$ cat config.mk
export PLATFORM = sky130hd
export DESIGN_NAME = rstx_feeder_01a_flat
export DESIGN_NICKNAME = d
export VERILOG_FILES = /design/src/rtl/rstx_feeder_01a_pkg.sv /design/src/rtl/rstx_feeder_01a_if.sv /design/src/rtl/rstx_feeder_01a_sync2.sv /design/src/rtl/rstx_feeder_01a.sv /design/src/flat_wrapper.sv
export SDC_FILE = /design/constraint.sdc
export NUM_CORES = 1
export LEC_CHECK = 0
export ABC_AREA = 1
export CAP_MARGIN = 15
export CORE_MARGIN = 10
export CORE_UTILIZATION = 55
export DETAILED_ROUTE_END_ITERATION = 8
export PLACE_DENSITY = 0.72
export SYNTH_ARGS = -nofsm -noshare
export SYNTH_HDL_FRONTEND = slang
export SYNTH_SLANG_ARGS = --single-unit
$ cat constraint.sdc
create_clock -name F25Clk -period 4.75 [get_ports F25Clk]
set_clock_uncertainty 0.1 [all_clocks]
set_input_delay 0.95 -clock F25Clk [delete_from_list [all_inputs] [get_ports F25Clk]]
set_output_delay 0.95 -clock F25Clk [all_outputs]
set_load 0.03 [all_outputs]
$ cat src/rtl/rstx_feeder_01a_pkg.sv
// ---------------------------------------------------------------------------
// rstx_feeder_01a_pkg
// Shared definitions for the serial-transmit feeder: FSM state codes and the
// default FIFO depth / start-acknowledge timeout. Also used by the
// transmitter-side testbench so both sides agree on the defaults.
// ---------------------------------------------------------------------------
package rstx_feeder_01a_pkg;

  // Issue sequencer states; codes are fixed so they can be probed on a scope.
  typedef enum logic [1:0] {
    ST_IDLE       = 2'b00,
    ST_TRIG       = 2'b01,
    ST_WAIT_START = 2'b10,
    ST_WAIT_DONE  = 2'b11
  } fsm_state_e;

  localparam int unsigned DEF_DEPTH_LOG2  = 4;     // 16-entry byte FIFO
  localparam int unsigned DEF_ACK_TIMEOUT = 1023;  // F25Clk cycles in WAIT_START
  localparam int unsigned ACK_CNT_W       = 16;    // timeout counter width

endpackage

$ cat src/rtl/rstx_feeder_01a_if.sv
// ---------------------------------------------------------------------------
// rstx_feeder_01a_if
// Bundles the byte-write side and the transmitter handshake side of the
// feeder.
//   slave  : view of the feeder itself (takes writes, drives tx signals)
//   master : view of the surrounding logic / testbench
// Signals:
//   wrData/wrEn            byte enqueue strobe
//   full/empty/level       FIFO occupancy
//   overflow/ovfClear      sticky dropped-write flag and its clear
//   txParallelData         byte held for the transmitter
//   txTrigger              one-clock start pulse
//   txStatus               transmitter busy (asynchronous to F25Clk)
//   busy/ackTimeout        sequencer activity and start-timeout pulse
// ---------------------------------------------------------------------------
interface rstx_feeder_01a_if
  import rstx_feeder_01a_pkg::*;
#(
  parameter int unsigned P_DEPTH_LOG2 = DEF_DEPTH_LOG2
);

  logic [7:0]            wrData;
  logic                  wrEn;
  logic                  full;
  logic                  empty;
  logic [P_DEPTH_LOG2:0] level;
  logic                  overflow;
  logic                  ovfClear;
  logic [7:0]            txParallelData;
  logic                  txTrigger;
  logic                  txStatus;
  logic                  busy;
  logic                  ackTimeout;

  modport slave (
    input  wrData, wrEn, ovfClear, txStatus,
    output full, empty, level, overflow, txParallelData, txTrigger, busy, ackTimeout
  );

  modport master (
    output wrData, wrEn, ovfClear, txStatus,
    input  full, empty, level, overflow, txParallelData, txTrigger, busy, ackTimeout
  );

endinterface

$ cat src/rtl/rstx_feeder_01a_sync2.sv
// ---------------------------------------------------------------------------
// rs_sync2_01a
// Generic two-flop synchronizer for a single asynchronous level signal.
// Ports:
//   clk    destination clock
//   rst_n  synchronous active-low reset (both stages clear to 0)
//   d_i    asynchronous input
//   q_o    synchronized output, two to three clk edges behind d_i
// ---------------------------------------------------------------------------
module rs_sync2_01a
  import rstx_feeder_01a_pkg::*;
(
  input  logic clk,
  input  logic rst_n,
  input  logic d_i,
  output logic q_o
);

  logic [1:0] sync_q;

  always_ff @(posedge clk) begin
    if (!rst_n) begin
      sync_q <= 2'b00;
    end else begin
      sync_q <= {sync_q[0], d_i};
    end
  end

  assign q_o = sync_q[1];

endmodule

$ cat src/rtl/rstx_feeder_01a.sv
// ---------------------------------------------------------------------------
// rstx_feeder_01a
// Byte FIFO plus issue sequencer feeding the serial transmitter. Bytes are
// queued at F25Clk rate; one byte at a time is presented on txParallelData
// with a one-clock txTrigger, and no new byte is issued while the
// synchronized txStatus shows a frame in flight.
// Ports:
//   F25Clk   system clock, all state on its rising edge
//   reset_n  synchronous active-low reset
//   bus      rstx_feeder_01a_if.slave (write side + transmitter handshake)
// ---------------------------------------------------------------------------
module rstx_feeder_01a
  import rstx_feeder_01a_pkg::*;
#(
  parameter int unsigned P_DEPTH_LOG2  = DEF_DEPTH_LOG2,
  parameter int unsigned P_ACK_TIMEOUT = DEF_ACK_TIMEOUT
)(
  input  logic              F25Clk,
  input  logic              reset_n,
  rstx_feeder_01a_if.slave  bus
);

  localparam int unsigned            DEPTH     = 1 << P_DEPTH_LOG2;
  localparam logic [P_DEPTH_LOG2:0]  LVL_FULL  = {1'b1, {P_DEPTH_LOG2{1'b0}}};
  localparam logic [ACK_CNT_W-1:0]   ACK_LIMIT = ACK_CNT_W'(P_ACK_TIMEOUT);

  // ---------------- status synchronizer ----------------
  logic status_s;

  rs_sync2_01a u_status_sync (
    .clk   (F25Clk),
    .rst_n (reset_n),
    .d_i   (bus.txStatus),
    .q_o   (status_s)
  );

  // ---------------- FIFO ----------------
  logic [7:0]              mem_q [DEPTH];
  logic [P_DEPTH_LOG2-1:0] wr_ptr_q;
  logic [P_DEPTH_LOG2-1:0] rd_ptr_q;
  logic [P_DEPTH_LOG2:0]   level_q;
  logic [P_DEPTH_LOG2:0]   level_d;
  logic                    overflow_q;
  logic [7:0]              tx_data_q;
  logic                    full_w;
  logic                    empty_w;
  logic                    push;
  logic                    pop;
  logic                    wr_reject;

  fsm_state_e              state_q;
  fsm_state_e              state_d;
  logic [ACK_CNT_W-1:0]    ack_cnt_q;
  logic [ACK_CNT_W-1:0]    ack_cnt_d;

  assign full_w    = (level_q == LVL_FULL);
  assign empty_w   = (level_q == '0);
  // Fullness is judged on the registered level, so a pop in the same cycle
  // does not make room for a write that arrives while full.
  assign push      = bus.wrEn && !full_w;
  assign wr_reject = bus.wrEn && full_w;
  // Popping only from stored entries means a write into an empty FIFO is
  // never forwarded straight to the transmitter in the same cycle.
  assign pop       = (state_q == ST_IDLE) && !empty_w && !status_s;

  // Storage has no reset so it maps onto distributed/block RAM.
  always_ff @(posedge F25Clk) begin
    if (push) begin
      mem_q[wr_ptr_q] <= bus.wrData;
    end
  end

  always_comb begin
    level_d = level_q;
    case ({push, pop})
      2'b10:   level_d = level_q + 1'b1;
      2'b01:   level_d = level_q - 1'b1;
      default: level_d = level_q;
    endcase
  end

  always_ff @(posedge F25Clk) begin
    if (!reset_n) begin
      wr_ptr_q   <= '0;
      rd_ptr_q   <= '0;
      level_q    <= '0;
      overflow_q <= 1'b0;
      tx_data_q  <= 8'h00;
    end else begin
      level_q <= level_d;
      if (push) begin
        wr_ptr_q <= wr_ptr_q + 1'b1;
      end
      // The transmitter samples this byte in its own clock domain, so it only
      // changes on a pop and stays put for the whole frame.
      if (pop) begin
        rd_ptr_q  <= rd_ptr_q + 1'b1;
        tx_data_q <= mem_q[rd_ptr_q];
      end
      // Set has priority over clear so a drop is never lost.
      if (wr_reject) begin
        overflow_q <= 1'b1;
      end else if (bus.ovfClear) begin
        overflow_q <= 1'b0;
      end
    end
  end

  // ---------------- issue sequencer: state register ----------------
  always_ff @(posedge F25Clk) begin
    if (!reset_n) begin
      state_q   <= ST_IDLE;
      ack_cnt_q <= '0;
    end else begin
      state_q   <= state_d;
      ack_cnt_q <= ack_cnt_d;
    end
  end

  // ---------------- issue sequencer: next state ----------------
  always_comb begin
    state_d   = state_q;
    ack_cnt_d = ack_cnt_q;
    case (state_q)
      ST_IDLE: begin
        if (pop) begin
          state_d = ST_TRIG;
        end
      end
      ST_TRIG: begin
        ack_cnt_d = '0;
        state_d   = ST_WAIT_START;
      end
      ST_WAIT_START: begin
        // An acknowledge arriving on the timeout cycle still counts.
        if (status_s) begin
          state_d = ST_WAIT_DONE;
        end else if (ack_cnt_q == ACK_LIMIT) begin
          state_d = ST_IDLE;
        end else begin
          ack_cnt_d = ack_cnt_q + 1'b1;
        end
      end
      ST_WAIT_DONE: begin
        if (!status_s) begin
          state_d = ST_IDLE;
        end
      end
      default: state_d = ST_IDLE;
    endcase
  end

  // ---------------- issue sequencer: outputs ----------------
  // Decoded only from registers (state, counter, synchronized status), so
  // there is no combinational path from any input pin.
  always_comb begin
    bus.txTrigger  = (state_q == ST_TRIG);
    bus.busy       = (state_q != ST_IDLE);
    bus.ackTimeout = (state_q == ST_WAIT_START) && !status_s && (ack_cnt_q == ACK_LIMIT);
  end

  assign bus.full           = full_w;
  assign bus.empty          = empty_w;
  assign bus.level          = level_q;
  assign bus.overflow       = overflow_q;
  assign bus.txParallelData = tx_data_q;

endmodule

$ cat src/flat_wrapper.sv
// flat-port wrapper written by rule: the top's interface ports become plain ports
module rstx_feeder_01a_flat import rstx_feeder_01a_pkg::*;
#(
  parameter int unsigned P_DEPTH_LOG2  = DEF_DEPTH_LOG2,
  parameter int unsigned P_ACK_TIMEOUT = DEF_ACK_TIMEOUT
)
  (F25Clk, reset_n, bus_wrData, bus_wrEn, bus_ovfClear, bus_txStatus, bus_full, bus_empty, bus_level, bus_overflow, bus_txParallelData, bus_txTrigger, bus_busy, bus_ackTimeout);
  rstx_feeder_01a_if #(.P_DEPTH_LOG2(P_DEPTH_LOG2)) bus_i ();
  input  logic F25Clk;
  input  logic reset_n;
  input wire logic [$bits(bus_i.wrData)-1:0] bus_wrData;
  input wire logic [$bits(bus_i.wrEn)-1:0] bus_wrEn;
  input wire logic [$bits(bus_i.ovfClear)-1:0] bus_ovfClear;
  input wire logic [$bits(bus_i.txStatus)-1:0] bus_txStatus;
  output wire logic [$bits(bus_i.full)-1:0] bus_full;
  output wire logic [$bits(bus_i.empty)-1:0] bus_empty;
  output wire logic [$bits(bus_i.level)-1:0] bus_level;
  output wire logic [$bits(bus_i.overflow)-1:0] bus_overflow;
  output wire logic [$bits(bus_i.txParallelData)-1:0] bus_txParallelData;
  output wire logic [$bits(bus_i.txTrigger)-1:0] bus_txTrigger;
  output wire logic [$bits(bus_i.busy)-1:0] bus_busy;
  output wire logic [$bits(bus_i.ackTimeout)-1:0] bus_ackTimeout;
  assign bus_i.wrData = bus_wrData;
  assign bus_i.wrEn = bus_wrEn;
  assign bus_i.ovfClear = bus_ovfClear;
  assign bus_i.txStatus = bus_txStatus;
  assign bus_full = bus_i.full;
  assign bus_empty = bus_i.empty;
  assign bus_level = bus_i.level;
  assign bus_overflow = bus_i.overflow;
  assign bus_txParallelData = bus_i.txParallelData;
  assign bus_txTrigger = bus_i.txTrigger;
  assign bus_busy = bus_i.busy;
  assign bus_ackTimeout = bus_i.ackTimeout;
  rstx_feeder_01a #(.P_DEPTH_LOG2(P_DEPTH_LOG2), .P_ACK_TIMEOUT(P_ACK_TIMEOUT)) u_core (.F25Clk(F25Clk), .reset_n(reset_n), .bus(bus_i));
endmodule
==> flow_metrics.tcl <==
set metrics [dict create \
    grt_start_max_net_pins 68 \
    status "complete, no violations" \
    cts_htree_levels 4 \
    ant_nets 0 \
    place_hpwl_microns 10900 \
    num_rows 42 \
    initial_core_util_pct 55.9 \
    p_per_area_nw_per_um2 524 \
    ys_top_cells_by_area "edfxtp_1, dfxtp_1, nor2_1, nand3_1, nand2_1" \
    cp-end-kind "output port" \
    tns_ns 0 \
    synth_area_sq_um 7370 \
    internal_power_uw 2860 \
    clk_pin_slew_ns 0.06 \
    wl_met2_microns 8170 \
    min_path_cells 2 \
    synth_seq_cells 170 \
    diodes 0 \
    die_w_microns 136 \
    antenna_found_initial 0 \
    ir_worst_vdd_mv 0.256 \
    r2r_start "u_core.bus.level[1]$_SDFFE_PN0P_" \
    cts_resized 0 \
    fin_util_pct 63.1 \
    rrSetupSlack_ns 1.88 \
    synthCells 763 \
    p_sw_uw 1510 \
    syn_avg_cell_area_sq_um 9.66 \
    drc 0 \
    core_sq_um 13200 \
    critPathMaxFanout 5 \
    clk_latency_ns 0.43 \
    post-cts-setup-buffers 0 \
    hold_slack_ns 0.327 \
    arrival_ns 2.37 \
    num-nets-final 807 \
    routed_via_density 5.51 \
    top_layer "met4" \
    drive_above_1_share_pct 5.78 \
    r2r-end "u_core.bus.level[4]$_SDFFE_PN0P_" \
    clock_power_share_pct 30.1 \
    holdPathEnd "u_core.u_status_sync.sync_q[1]$_SDFF_PN0_" \
    hp-start "u_core.u_status_sync.sync_q[0]$_SDFF_PN0_" \
    cts_sinks 170 \
    power.leakage_uw 0.00303 \
    wire_per_inst_microns 16.9 \
    max_freq_mhz 292 \
    wl_met1_microns 6840 \
    post-synth-top-area-cell "edfxtp_1" \
    cts_buffers 17 \
    rsz0062_at_grt "no" \
    final_max_slew_viol_count 0 \
    syn2layout_area_growth_pct 13.0 \
    pwr-share-comb_pct 30.1 \
    drt_pass1_iterations 5 \
    drt_iter0_drc 581 \
    worstPathRequired_ns 3.70 \
    maxCapViolCount 0 \
    seq_power_share_pct 39.8 \
    grt.total_usage_pct 18.7 \
    swShare_pct 34.5 \
    min_period_over_period_pct 72.0 \
    async_flop_share_pct 0 \
    gp_congestion 0.855 \
    port_buffers 31 \
    synth_top_flop_cell "edfxtp_1" \
    worst_pin_slew_ns 0.940 \
    hold_violations 0 \
    relSlewSlack_pct 37.2 \
    chipHeight_microns 136 \
    vias 5351 \
    synth_enable_flop_cells 128 \
    reg2reg_depth 14 \
    period_needed_ns 3.42 \
    ios 32 \
    finalSetupViolCount 0 \
    worstSetupPathType "reg2out" \
    cts_tree "done" \
    root_buffer "clkbuf_16" \
    syn_nets 787 \
    critPathLaunchType "flip-flop" \
    routed_wl_microns 16400 \
    ys_seq_area_share_pct 63.6 \
    routed-wl-met3_microns 1120 \
    synth_warnings 0 \
    cts_buffer_depth 2 \
    gr-total-overflow 0 \
    synth.top_cell.area_share_pct 52.2 \
    min_path_type "reg2reg" \
    synth_cell_type_count 30 \
    grt_pass1_vias 5212 \
    dieArea_sq_um 18400 \
    cts_hold_buf 0 \
    grt_first_pass_wirelength_microns 26200 \
]
## power groups by stage
stage / clock network [uW] / logic, uW / registers (uW)
2_1_floorplan: 0 / 876 / 1830
3_3_place_gp: 0 / 1300 / 1770
3_5_place_dp: 0 / 1310 / 1770
4_1_cts: 1330 / 1320 / 1740
5_1_grt: 1400 / 1470 / 1750
6_report: 1310 / 1310 / 1740
## cells in the mapped netlist (5+ instances only)
master and n:
nor2_1 178, edfxtp_1 128, nand2_1 108, nand3_1 82, o21ai_0 52, inv_1 49
dfxtp_1 42, a21oi_1 29, buf_2 14, clkbuf_1 13, o21ai_1 13, ha_1 10
nand4_1 7, nand2_2 6, inv_2 5
## flip-flops by register name (all words and copies together), names as in the netlist
signal	count
u_core.u_status_sync.sync_q	2
u_core.wr_ptr_q	4
u_core.state_q	2
u_core.mem_q	128
u_core.bus.overflow	1
u_core.rd_ptr_q	4
u_core.bus.txParallelData	8
u_core.bus.level	5
u_core.ack_cnt_q	16
## worst max path at each step
stage                                                start                               end
after global placement                            bus_wrEn  u_core.bus.level[4]$_SDFFE_PN0P_
after floorplan           u_core.ack_cnt_q[0]$_SDFFE_PN0P_                    bus_ackTimeout
final                     u_core.ack_cnt_q[0]$_SDFFE_PN0P_                    bus_ackTimeout
after CTS                 u_core.ack_cnt_q[0]$_SDFFE_PN0P_                    bus_ackTimeout
after global routing      u_core.ack_cnt_q[0]$_SDFFE_PN0P_                    bus_ackTimeout
after detailed placement                          bus_wrEn  u_core.bus.level[4]$_SDFFE_PN0P_
## cell usage in the layout, fill, tap and decap left out, types with 3 or more instances in the layout
cell / netlist / final
clkdlybuf4s50_1: 0 / 31
clkinv_2: 0 / 3
inv_1: 49 / 49
ha_1: 10 / 10
inv_2: 5 / 5
o21ai_1: 13 / 13
nor3_1: 4 / 4
clkbuf_16: 0 / 17
nor2_1: 178 / 178
o21ai_0: 52 / 52
nand3_1: 82 / 82
edfxtp_1: 128 / 128
nand2_2: 6 / 6
a21oi_1: 29 / 29
nand2_1: 108 / 108
buf_4: 2 / 3
nand4_1: 7 / 7
xor2_1: 4 / 4
dfxtp_1: 42 / 41
clkinv_1: 3 / 6
## layer usage
layer | track usage (%) | vias to the layer above
met5 | 0 | -
met4 | 7.60 | 0
met3 | 4.41 | 26
met2 | 30.8 | 188
met1 | 23.1 | 2529
li1 | - | 2608
## final cells by class
class,instances,area (sq um)
multi-input combinational,503,2310
fill,1082,4860
timing repair buffer,34,333
sequential,170,4690
clock inverter,13,128
clock buffer,19,433
inverter,57,214
tap,176,220
## metrics by stage
| step | worst slack [ns] | instances | area (sq um) | total power (uW) |
|---|---|---|---|---|
| floorplan | 2.10 | 763 | 7370 | 2710 |
| global placement | 1.69 | 940 | 7770 | 3060 |
| detailed placement | 1.65 | 940 | 7770 | 3080 |
| CTS | 1.30 | 972 | 8330 | 4390 |
| global route | 1.21 | 972 | 8330 | 4610 |
| finish | 1.33 | 972 | 8330 | 4360 |
## cell families after synthesis
logic type / after synthesis / share of synthesized area, %
simple gates: 389 / 22.0
compound gates: 97 / 6.67
flops: 170 / 63.6
xor+xnor: 6 / 0.713
buf+inv: 90 / 5.03
fa+ha+maj: 11 / 1.97
## worst max-delay path, stage by stage, from the launching register on
cell,delay (ns)
dfxtp_1,0.39
ha_1,0.27
nand3_1,0.18
nor2_4,0.17
nand2_2,0.08
nor3_1,0.16
clkdlybuf4s50_1,0.70
Power figures use the tool's default switching activity.
